===== config.mk =====
export PLATFORM = sky130hd
export DESIGN_NAME = line_buffer_ring
export DESIGN_NICKNAME = d
export VERILOG_FILES = /design/src/rtl/line_buffer_ring.sv
export SDC_FILE = /design/constraint.sdc
export NUM_CORES = 2
export LEC_CHECK = 0
export CORE_MARGIN = 1.5
export CORE_UTILIZATION = 40
export DETAILED_ROUTE_END_ITERATION = 8
export HOLD_SLACK_MARGIN = 0.12
export PLACE_DENSITY_LB_ADDON = 0.05
export SKIP_LAST_GASP = 1
export SYNTH_ARGS = -nofsm -noshare
export SYNTH_HDL_FRONTEND = slang
export SYNTH_SLANG_ARGS = --single-unit
export TNS_END_PERCENT = 20

===== constraint.sdc =====
create_clock -name clk -period 4.7 [get_ports clk]
set_input_delay 0.47 -clock clk [delete_from_list [all_inputs] [get_ports clk]]
set_output_delay 0.47 -clock clk [all_outputs]
set_load 0.01 [all_outputs]

===== src/rtl/line_buffer_ring.sv =====
// Multi-line camera capture ring with an OCP-style slave read/control port.
// Optional: define LINEBUF_FRAME_FLUSH_EN so that a VSYNC rise also empties the ring.
module line_buffer_ring #(
  parameter int DATA_W    = 8,
  parameter int LINE_LEN  = 160,
  parameter int NUM_LINES = 2,
  parameter int ADDR_W    = 9
) (
  input  logic              clk,
  input  logic              rst_n,
  input  logic              VSYNC,
  input  logic              HREF,
  input  logic [DATA_W-1:0] DATA,
  input  logic [2:0]        linebuf_MCmd,
  input  logic [ADDR_W-1:0] linebuf_MAddr,
  input  logic [DATA_W-1:0] linebuf_MData,
  output logic              linebuf_SCmdAccept,
  output logic [DATA_W-1:0] linebuf_SData,
  output logic [1:0]        linebuf_SResp,
  output logic              linebuf_irq
);

  localparam int COL_W  = $clog2(LINE_LEN + 1);
  localparam int PTR_W  = $clog2(NUM_LINES);
  localparam int CNT_W  = $clog2(NUM_LINES + 1);
  localparam int RAM_D  = NUM_LINES * LINE_LEN;
  localparam int RAM_AW = $clog2(RAM_D);

  localparam logic [1:0] S_IDLE    = 2'd0;
  localparam logic [1:0] S_CAPTURE = 2'd1;
  localparam logic [1:0] S_COMMIT  = 2'd2;
  localparam logic [1:0] S_DROP    = 2'd3;

  localparam logic [2:0] CMD_IDLE = 3'b000;
  localparam logic [2:0] CMD_WR   = 3'b001;
  localparam logic [2:0] CMD_RD   = 3'b010;

  localparam logic [1:0] RESP_NULL = 2'b00;
  localparam logic [1:0] RESP_DVA  = 2'b01;
  localparam logic [1:0] RESP_ERR  = 2'b11;

  logic [1:0]        state_q, state_d;
  logic [COL_W-1:0]  col_q, col_d;
  logic [PTR_W-1:0]  wr_ptr_q, wr_ptr_d, rd_ptr_q, rd_ptr_d;
  logic [CNT_W-1:0]  count_q, count_d;
  logic [DATA_W-1:0] line_idx_q, line_idx_d;
  logic              ovf_q, ovf_d, trunc_q, trunc_d;
  logic              href_q, vsync_q, irq_q, irq_d;
  logic [COL_W-1:0]  len_q [NUM_LINES];
  logic [COL_W-1:0]  len_d [NUM_LINES];
  logic [DATA_W-1:0] tag_q [NUM_LINES];
  logic [DATA_W-1:0] tag_d [NUM_LINES];
  logic [1:0]        resp_q, resp_d;
  logic [DATA_W-1:0] rdata_q, rdata_d;
  logic              pix_sel_q, pix_sel_d;

  logic [DATA_W-1:0] ram_q [RAM_D];
  logic [DATA_W-1:0] ram_rd_q;
  logic              ram_we;
  logic [RAM_AW-1:0] ram_waddr, ram_raddr;

  logic              href_rise, vsync_rise, flush, is_reg, pix_ok, commit, rel_fire;
  logic [ADDR_W-2:0] low_a;
  logic [DATA_W-1:0] status_w;
  logic              unused_mdata;

  assign href_rise  = HREF & ~href_q;
  assign vsync_rise = VSYNC & ~vsync_q;
  assign is_reg     = linebuf_MAddr[ADDR_W-1];
  assign low_a      = linebuf_MAddr[ADDR_W-2:0];
  assign unused_mdata = ^linebuf_MData[DATA_W-1:2];

`ifdef LINEBUF_FRAME_FLUSH_EN
  assign flush = vsync_rise;
`else
  assign flush = 1'b0;
`endif

  function automatic logic [PTR_W-1:0] ptr_inc(input logic [PTR_W-1:0] p);
    return (32'(p) == NUM_LINES - 1) ? '0 : p + PTR_W'(1);
  endfunction

  always_comb begin
    state_d    = state_q;
    col_d      = col_q;
    wr_ptr_d   = wr_ptr_q;
    rd_ptr_d   = rd_ptr_q;
    count_d    = count_q;
    line_idx_d = line_idx_q;
    ovf_d      = ovf_q;
    trunc_d    = trunc_q;
    len_d      = len_q;
    tag_d      = tag_q;
    resp_d     = RESP_NULL;
    rdata_d    = '0;
    pix_sel_d  = 1'b0;
    ram_we     = 1'b0;
    ram_waddr  = '0;
    ram_raddr  = '0;
    commit     = 1'b0;
    rel_fire   = 1'b0;
    status_w   = '0;
    status_w[DATA_W-1]  = ovf_q;
    status_w[DATA_W-2]  = trunc_q;
    status_w[CNT_W-1:0] = count_q;
    pix_ok = (count_q != '0) && (32'(low_a) < 32'(len_q[rd_ptr_q]));

    // Bus side first so that a capture-side flag set in the same cycle wins over CLEAR.
    if (linebuf_MCmd != CMD_IDLE) begin
      resp_d = RESP_ERR;
      if (linebuf_MCmd == CMD_RD && !is_reg) begin
        if (pix_ok) begin
          resp_d    = RESP_DVA;
          pix_sel_d = 1'b1;
          ram_raddr = RAM_AW'(32'(rd_ptr_q) * LINE_LEN + 32'(low_a));
        end
      end else if (linebuf_MCmd == CMD_RD) begin
        case (32'(low_a))
          0: begin resp_d = RESP_DVA; rdata_d = status_w; end
          1: begin
            resp_d  = RESP_DVA;
            rdata_d = (count_q != '0) ? DATA_W'(len_q[rd_ptr_q]) : '0;
          end
          2: begin resp_d = RESP_DVA; rdata_d = tag_q[rd_ptr_q]; end
          default: ;
        endcase
      end else if (linebuf_MCmd == CMD_WR && is_reg) begin
        case (32'(low_a))
          3: if (count_q != '0 && !flush) begin
            resp_d   = RESP_DVA;
            rel_fire = 1'b1;
          end
          4: begin
            resp_d = RESP_DVA;
            if (linebuf_MData[1]) ovf_d   = 1'b0;
            if (linebuf_MData[0]) trunc_d = 1'b0;
          end
          default: ;
        endcase
      end
    end

    case (state_q)
      S_IDLE: if (href_rise) begin
        if (32'(count_q) < NUM_LINES) begin
          ram_we    = 1'b1;
          ram_waddr = RAM_AW'(32'(wr_ptr_q) * LINE_LEN);
          col_d     = COL_W'(1);
          state_d   = S_CAPTURE;
        end else begin
          ovf_d   = 1'b1;
          state_d = S_DROP;
        end
      end
      S_CAPTURE: begin
        if (HREF) begin
          if (32'(col_q) < LINE_LEN) begin
            ram_we    = 1'b1;
            ram_waddr = RAM_AW'(32'(wr_ptr_q) * LINE_LEN + 32'(col_q));
            col_d     = col_q + COL_W'(1);
          end else begin
            trunc_d = 1'b1;
          end
        end else begin
          state_d = S_COMMIT;
        end
      end
      S_COMMIT: begin
        commit           = 1'b1;
        len_d[wr_ptr_q]  = col_q;
        tag_d[wr_ptr_q]  = line_idx_q;
        wr_ptr_d         = ptr_inc(wr_ptr_q);
        line_idx_d       = line_idx_q + DATA_W'(1);
        state_d          = S_IDLE;
      end
      default: if (!HREF) begin
        line_idx_d = line_idx_q + DATA_W'(1);
        state_d    = S_IDLE;
      end
    endcase

    if (rel_fire) rd_ptr_d = ptr_inc(rd_ptr_q);
    if (commit && !rel_fire)      count_d = count_q + CNT_W'(1);
    else if (!commit && rel_fire) count_d = count_q - CNT_W'(1);

    if (vsync_rise) line_idx_d = '0;
    if (flush) begin
      count_d  = '0;
      rd_ptr_d = '0;
      wr_ptr_d = '0;
      col_d    = '0;
      ram_we   = 1'b0;
      state_d  = S_IDLE;
    end

    irq_d = (count_d != '0);
  end

  always_ff @(posedge clk or negedge rst_n) begin
    if (!rst_n) begin
      state_q    <= S_IDLE;
      col_q      <= '0;
      wr_ptr_q   <= '0;
      rd_ptr_q   <= '0;
      count_q    <= '0;
      line_idx_q <= '0;
      ovf_q      <= 1'b0;
      trunc_q    <= 1'b0;
      // Treat HREF as already high so a line in flight at reset release is not seen as a rise.
      href_q     <= 1'b1;
      vsync_q    <= 1'b0;
      irq_q      <= 1'b0;
      resp_q     <= RESP_NULL;
      rdata_q    <= '0;
      pix_sel_q  <= 1'b0;
      for (int unsigned i = 0; i < NUM_LINES; i++) begin
        len_q[i] <= '0;
        tag_q[i] <= '0;
      end
    end else begin
      state_q    <= state_d;
      col_q      <= col_d;
      wr_ptr_q   <= wr_ptr_d;
      rd_ptr_q   <= rd_ptr_d;
      count_q    <= count_d;
      line_idx_q <= line_idx_d;
      ovf_q      <= ovf_d;
      trunc_q    <= trunc_d;
      href_q     <= HREF;
      vsync_q    <= VSYNC;
      irq_q      <= irq_d;
      resp_q     <= resp_d;
      rdata_q    <= rdata_d;
      pix_sel_q  <= pix_sel_d;
      len_q      <= len_d;
      tag_q      <= tag_d;
    end
  end

  always_ff @(posedge clk) begin
    if (ram_we) ram_q[ram_waddr] <= DATA;
    ram_rd_q <= ram_q[ram_raddr];
  end

  assign linebuf_SCmdAccept = (linebuf_MCmd != CMD_IDLE);
  assign linebuf_SResp      = resp_q;
  assign linebuf_SData      = pix_sel_q ? ram_rd_q : rdata_q;
  assign linebuf_irq        = irq_q;

endmodule


Word level (Yosys, flattened, before mapping) --
Memories as Yosys holds them, arrays and structs flattened. A register that Yosys moved wholly into a read port is not among the register bits. Index checks and enable logic that the tools add are counted.
Word-level totals: bits in registers 70, word-level logic and storage cells 161, output and inout port bits 12, input port bits 32, memory bits (writable) 2560, memories kept 1
Memory list:
- ram_q | depth 320, width 8, rd ports 1, clocked after Yosys merged registers in 1, write ports 1, RTL line 57 | logic [DATA_W-1:0] ram_q [RAM_D];
Operators by class: mux-type cells 84, eq/ne operators 16, bitwise gates (word level) 6, multiply operators 2, reductions and logical operators 20, order comparisons 6, add/sub/neg operators 8
Operators by type and width (count):
- $mux 8 | 18
- $mux 9 | 7
- $mux 1 | 36
- $bwmux 16 | 2
- $pmux 8 s2 | 2
- $mux 2 | 13
- $pmux 8 s3 | 1
- $add 9x8->9 | 2
- $pmux 9 s2 | 1
- $add 8x1->8 const B | 2
- $eq 8x2->1 const B | 2
- $ne 2x2->1 const B | 5
- $demux 8 s1 | 1
- $eq 8x1->1 const B | 1
- $eq 8x3->1 const B | 1
- $logic_not 8->1 | 1
- $lt 8x8->1 | 1
- $lt 8x8->1 const B | 1
- $mul 1x3->4 const B | 2
- $logic_and 1x1->1 | 6
- $ne 3x1->1 const B | 2
- $pmux 2 s3 | 1
- $reduce_bool 2->1 | 3
- $reduce_and 5->1 | 1
- 23 further kinds | 30

Logic depth before layout (Yosys ltp) --
depth after elaboration 11, mapped depth 20, depth with buffers taken out 13

Worst setup path after synthesis --
No wires, ideal clock.
path kind register to register, from reg rd_ptr_q, to reg ram_rd_q[6] (read register of ram_q), arrival time 3930 ps, stages on the path, launching flop included 15, clock period less this slack 4061 ps, required time 4568 ps, setup slack 639 ps, path through dfrtp_1 -> buf_2 -> buf_1 -> mux2i_1 -> ha_1 -> a211oi_1 -> nand2_1 -> o31a_1 -> buf_4 -> or3_1 -> o211ai_1 -> a31oi_1 -> or4_4 -> a2111oi_4 -> a211oi_2
On the way: longest elaborated chain between the ends 9, elaborated cells between the ends (all ways) 11, classes of those cells add/sub (1); mul (1); order compare (1); mux (6); bitwise (1); reduce/logical (1)
Ends and longest elaborated chain:
- start, declared | RTL line 44 | logic [PTR_W-1:0] wr_ptr_q, wr_ptr_d, rd_ptr_q, rd_ptr_d;
- start signal, assigned | RTL line 224 | rd_ptr_q <= rd_ptr_d;
- branches (longest 6 deep; another with $add 9x8->9)
- $mux 9 (*) | RTL line 112 | if (pix_ok) begin
- $mux 9 (*) | RTL line 111 | if (linebuf_MCmd == CMD_RD && !is_reg) begin
- $mux 9 (*) | RTL line 109 | if (linebuf_MCmd != CMD_IDLE) begin
- end, declared | RTL line 58 | logic [DATA_W-1:0] ram_rd_q;
Mark *: on every way between the ends. The select of a mux whose other input is x is not followed. A chain may end at the register's enable or synchronous reset.

Worst setup path in the final report --
from reg rd_ptr_q, to reg ram_rd_q[4] (read register of ram_q)
The elaborated chain is that of the path after synthesis.

==> flow_metrics.env <==
export IMPL_syn2layout_area_growth_pct=20.3
export IMPL_drv_cap=0
export IMPL_critical_path_top_delay_family="compound AO/OA/AOI/OAI gates"
export IMPL_fin_crit_ns=4.73
export IMPL_htreeDepth=5
export IMPL_dpl_cell_area_mm2=0.119
export IMPL_cts_root_buffer="clkbuf_16"
export IMPL_synth_area_mm2=0.107
export IMPL_synthDistinctLibCells=95
export IMPL_max_stage_delay_ns=0.43
export IMPL_track_usage_pct=29.7
export IMPL_skew_ns=0.0429
export IMPL_wl_met2_um=183000
export IMPL_rsz0062_at_grt="yes"
export IMPL_yosys_warnings=0
export IMPL_crit_start="rd_ptr_q"
export IMPL_grt_pass1_vias=67700
export IMPL_hold_start="DATA[1]"
export IMPL_final_util_pct=48.4
export IMPL_drt_iter0_markers=9779
export IMPL_dieWidth_um=519
export IMPL_initial_core_util_pct=40.2
export IMPL_async_flop_share_pct=2.65
export IMPL_synth_most_common_cell="edfxtp_1"
export IMPL_drive_gt1_share_pct=21.3
export IMPL_antenna_found_initial=42
export IMPL_setup_viol=1
export IMPL_synthTopCellsByArea="edfxtp_1 (72%), mux2i_1 (4.3%), nor2_1 (2.3%)"
export IMPL_synth_top_area_share_pct=72.1
export IMPL_worst_setup_path_end_kind="flip-flop"
export IMPL_pin_count=44
export IMPL_powerDensity_mw_per_mm2=405
export IMPL_io_buffers=37
export IMPL_outcome="complete, but fails checks"
export IMPL_relSlewSlack_pct=24.6
export IMPL_worstPathCellList="mux2i_1 > ha_1 > a211oi_4 > buf_4 > nand4_1 > a2bb2oi_4 > buf_12 > buf_12 > buf_12 > a2bb2oi_1 > a31oi_1 > buf_4 > a32oi_1 > a32oi_1 > nor4_4 > buf_4 > o21bai_2 > o31ai_1"
export IMPL_finalCritPeriodShare_pct=101
export IMPL_tightest_slew_ns=1.13
export IMPL_hpwl_um=263000
export IMPL_fin_cells=11700
export IMPL_hold_viol=0
export IMPL_cts_buffer_depth=4
export IMPL_wl_met1_um=175000
export IMPL_r2r_start="rd_ptr_q"
export IMPL_coreArea_mm2=0.265
export IMPL_grt_overflow_total=0
export IMPL_cp_buffers_inverters=6
export IMPL_clkLatencyLatePin_ns=0.88
export IMPL_maxSlewViolCount=0
export IMPL_routed_wl_um=409000
export IMPL_min_path_type="in2reg"
export IMPL_grt_pass1_wl_um=559000
export IMPL_ir_drop_uv=289
export IMPL_cts_sinks=2638
export IMPL_avgViaCountPerCell=5.96
export IMPL_worstPathArrival_ns=5.46
export IMPL_dr_wl_met3_um=35300
export IMPL_ant_nets=0
export IMPL_synth_top_cell_by_area="edfxtp_1"
export IMPL_synth_nets=7171
export IMPL_dieArea_mm2=0.270
export IMPL_fmax_mhz=211
export IMPL_start_kind="flip-flop"
export IMPL_cts_tree="yes"
export IMPL_synth_common_cells="edfxtp_1 (2560), nor2_1 (653), nand2_1 (599)"
export IMPL_nFillCells=22900
export IMPL_cts_made_buffers=302
export IMPL_ys_flop_type="edfxtp_1"
export IMPL_p_leak_nw=43.6
export IMPL_netlist_instances=7123
export IMPL_path_class="reg2reg"
export IMPL_dpl_cell_count=11200
export IMPL_grt_max_degree=136
export IMPL_fin_area_mm2=0.128
export IMPL_crit_required_ns=5.43
export IMPL_synth_edf_count=2560
export IMPL_globalplace_congestion=0.879
export IMPL_routed_top_layer="met5"
export IMPL_avgSynthCellArea_um2=15.0
export IMPL_synth_seq_cells=2638
export IMPL_vias=70100
export IMPL_final_nets=8029
export IMPL_path_clk_slew_ns=0.06
export IMPL_drt_pass1_iter_count=8
export IMPL_remaining_drc_errors=18
export IMPL_violations="DRC, setup timing"
export IMPL_setup_ws_ns=-0.0319
export IMPL_synth_seq_area_share_pct=73.9
export IMPL_wl_per_cell_um=34.8
export IMPL_worstPathMaxFanout=15
export IMPL_rows=189
export IMPL_slowest_stage="dfrtp_2"
export IMPL_dieHeight_um=519
==> final timing paths <==
kind                           endpoint  slack (ns)  cells after the start
min in group asynchronous     pix_sel_q        0.42                      3
min reg2reg                    tag_q[5]        0.50                      1
max reg2reg                 ram_rd_q[4]       -0.03                     18
max                         ram_rd_q[4]       -0.03                     18
max in group asynchronous      rd_ptr_q        3.69                      3
min                        ram_q[95][1]        0.14                      1
==> through the flow <==
stage | hold slack [ns] | setup slack (ns) | power, mW | setup TNS, ns
after floorplan | 0.174 | 0.639 | 27.9 | 0
final | 0.142 | -0.0319 | 51.9 | -0.0319
after detailed placement | 0.302 | -0.743 | 29.8 | -3.49
after global routing | 0.137 | -0.0235 | 53.2 | -0.0392
after global placement | 0.303 | -1.04 | 29.7 | -4.09
after CTS | 0.131 | -0.122 | 52.2 | -0.538
==> repair_timing <==
item	CTS	global route
cloned	0	2
setup buffers	1	9
pin swaps	1	7
endpoints found under the setup margin	8	8
hold buffers	8	0
hold endpoints to repair	254	0
resized for setup	14	27
==> cell usage in the layout, fill, tap and decap left out, drive strengths merged, types with 54 or more instances in the layout <==
cell type,count
mux2i,458
mux4,59
a211oi,163
o211ai,54
and2,58
a31oi,109
a21oi,386
dfrtp,69
nand3,174
clkbuf,380
o21ai,262
clkinv,121
mux2,169
edfxtp,2560
nor3,82
o22ai,112
o221ai,89
buf,1025
nor2,657
nand2,601
==> sequential cells by signal, summed over array words and instances, names as in the netlist <==
register	flops
pix_sel_q	1
rdata_q	8
linebuf_irq	1
trunc_q	1
tag_q	16
wr_ptr_q	1
count_q	2
ram_q	2560
len_q	16
ovf_q	1
rd_ptr_q	1
vsync_q	1
ram_rd_q	8
col_q	8
state_q	2
linebuf_SResp	2
href_q	1
line_idx_q	8
==> area by class of cell <==
cell class | instances | area [um^2] | area share, %
sequential | 2638 | 78800 | 61.4
multi-input combinational | 3949 | 25900 | 20.2
timing repair buffer | 1058 | 9780 | 7.62
clock buffer | 378 | 7950 | 6.20
tap | 3533 | 4420 | 3.45
clock inverter | 153 | 1270 | 0.988
inverter | 32 | 135 | 0.105
antenna | 6 | 15.0 | 0.0117
==> kinds of logic (layout without fill, tap and decap cells) <==
kind of cell / Yosys count / after routing / share of synthesized area (%)
flip-flops: 2638 / 2638 / 73.9
adder cells (fa/ha/maj): 18 / 18 / 0.207
buffers and inverters: 536 / 1621 / 2.20
multiplexers: 686 / 686 / 7.33
XOR/XNOR: 17 / 17 / 0.140
AND/OR/NAND/NOR: 1741 / 1741 / 7.04
AO/OA/AOI/OAI: 1487 / 1487 / 9.20
other: 0 / 6 / 0
==> per-layer routing <==
layer / track usage (%) / vias to the layer above
li1: - / 29500
met1: 42.9 / 36500
met2: 45.1 / 3473
met3: 5.20 / 630
met4: 10.2 / 6
met5: 0 / -
==> power by group <==
| part | switching, mW | internal [mW] |
|---|---|---|
| Sequential | 0.152 | 25.9 |
| Clock | 9.59 | 12.9 |
| Combinational | 2.27 | 1.00 |
No activity file was read; power rests on OpenSTA's default activity.
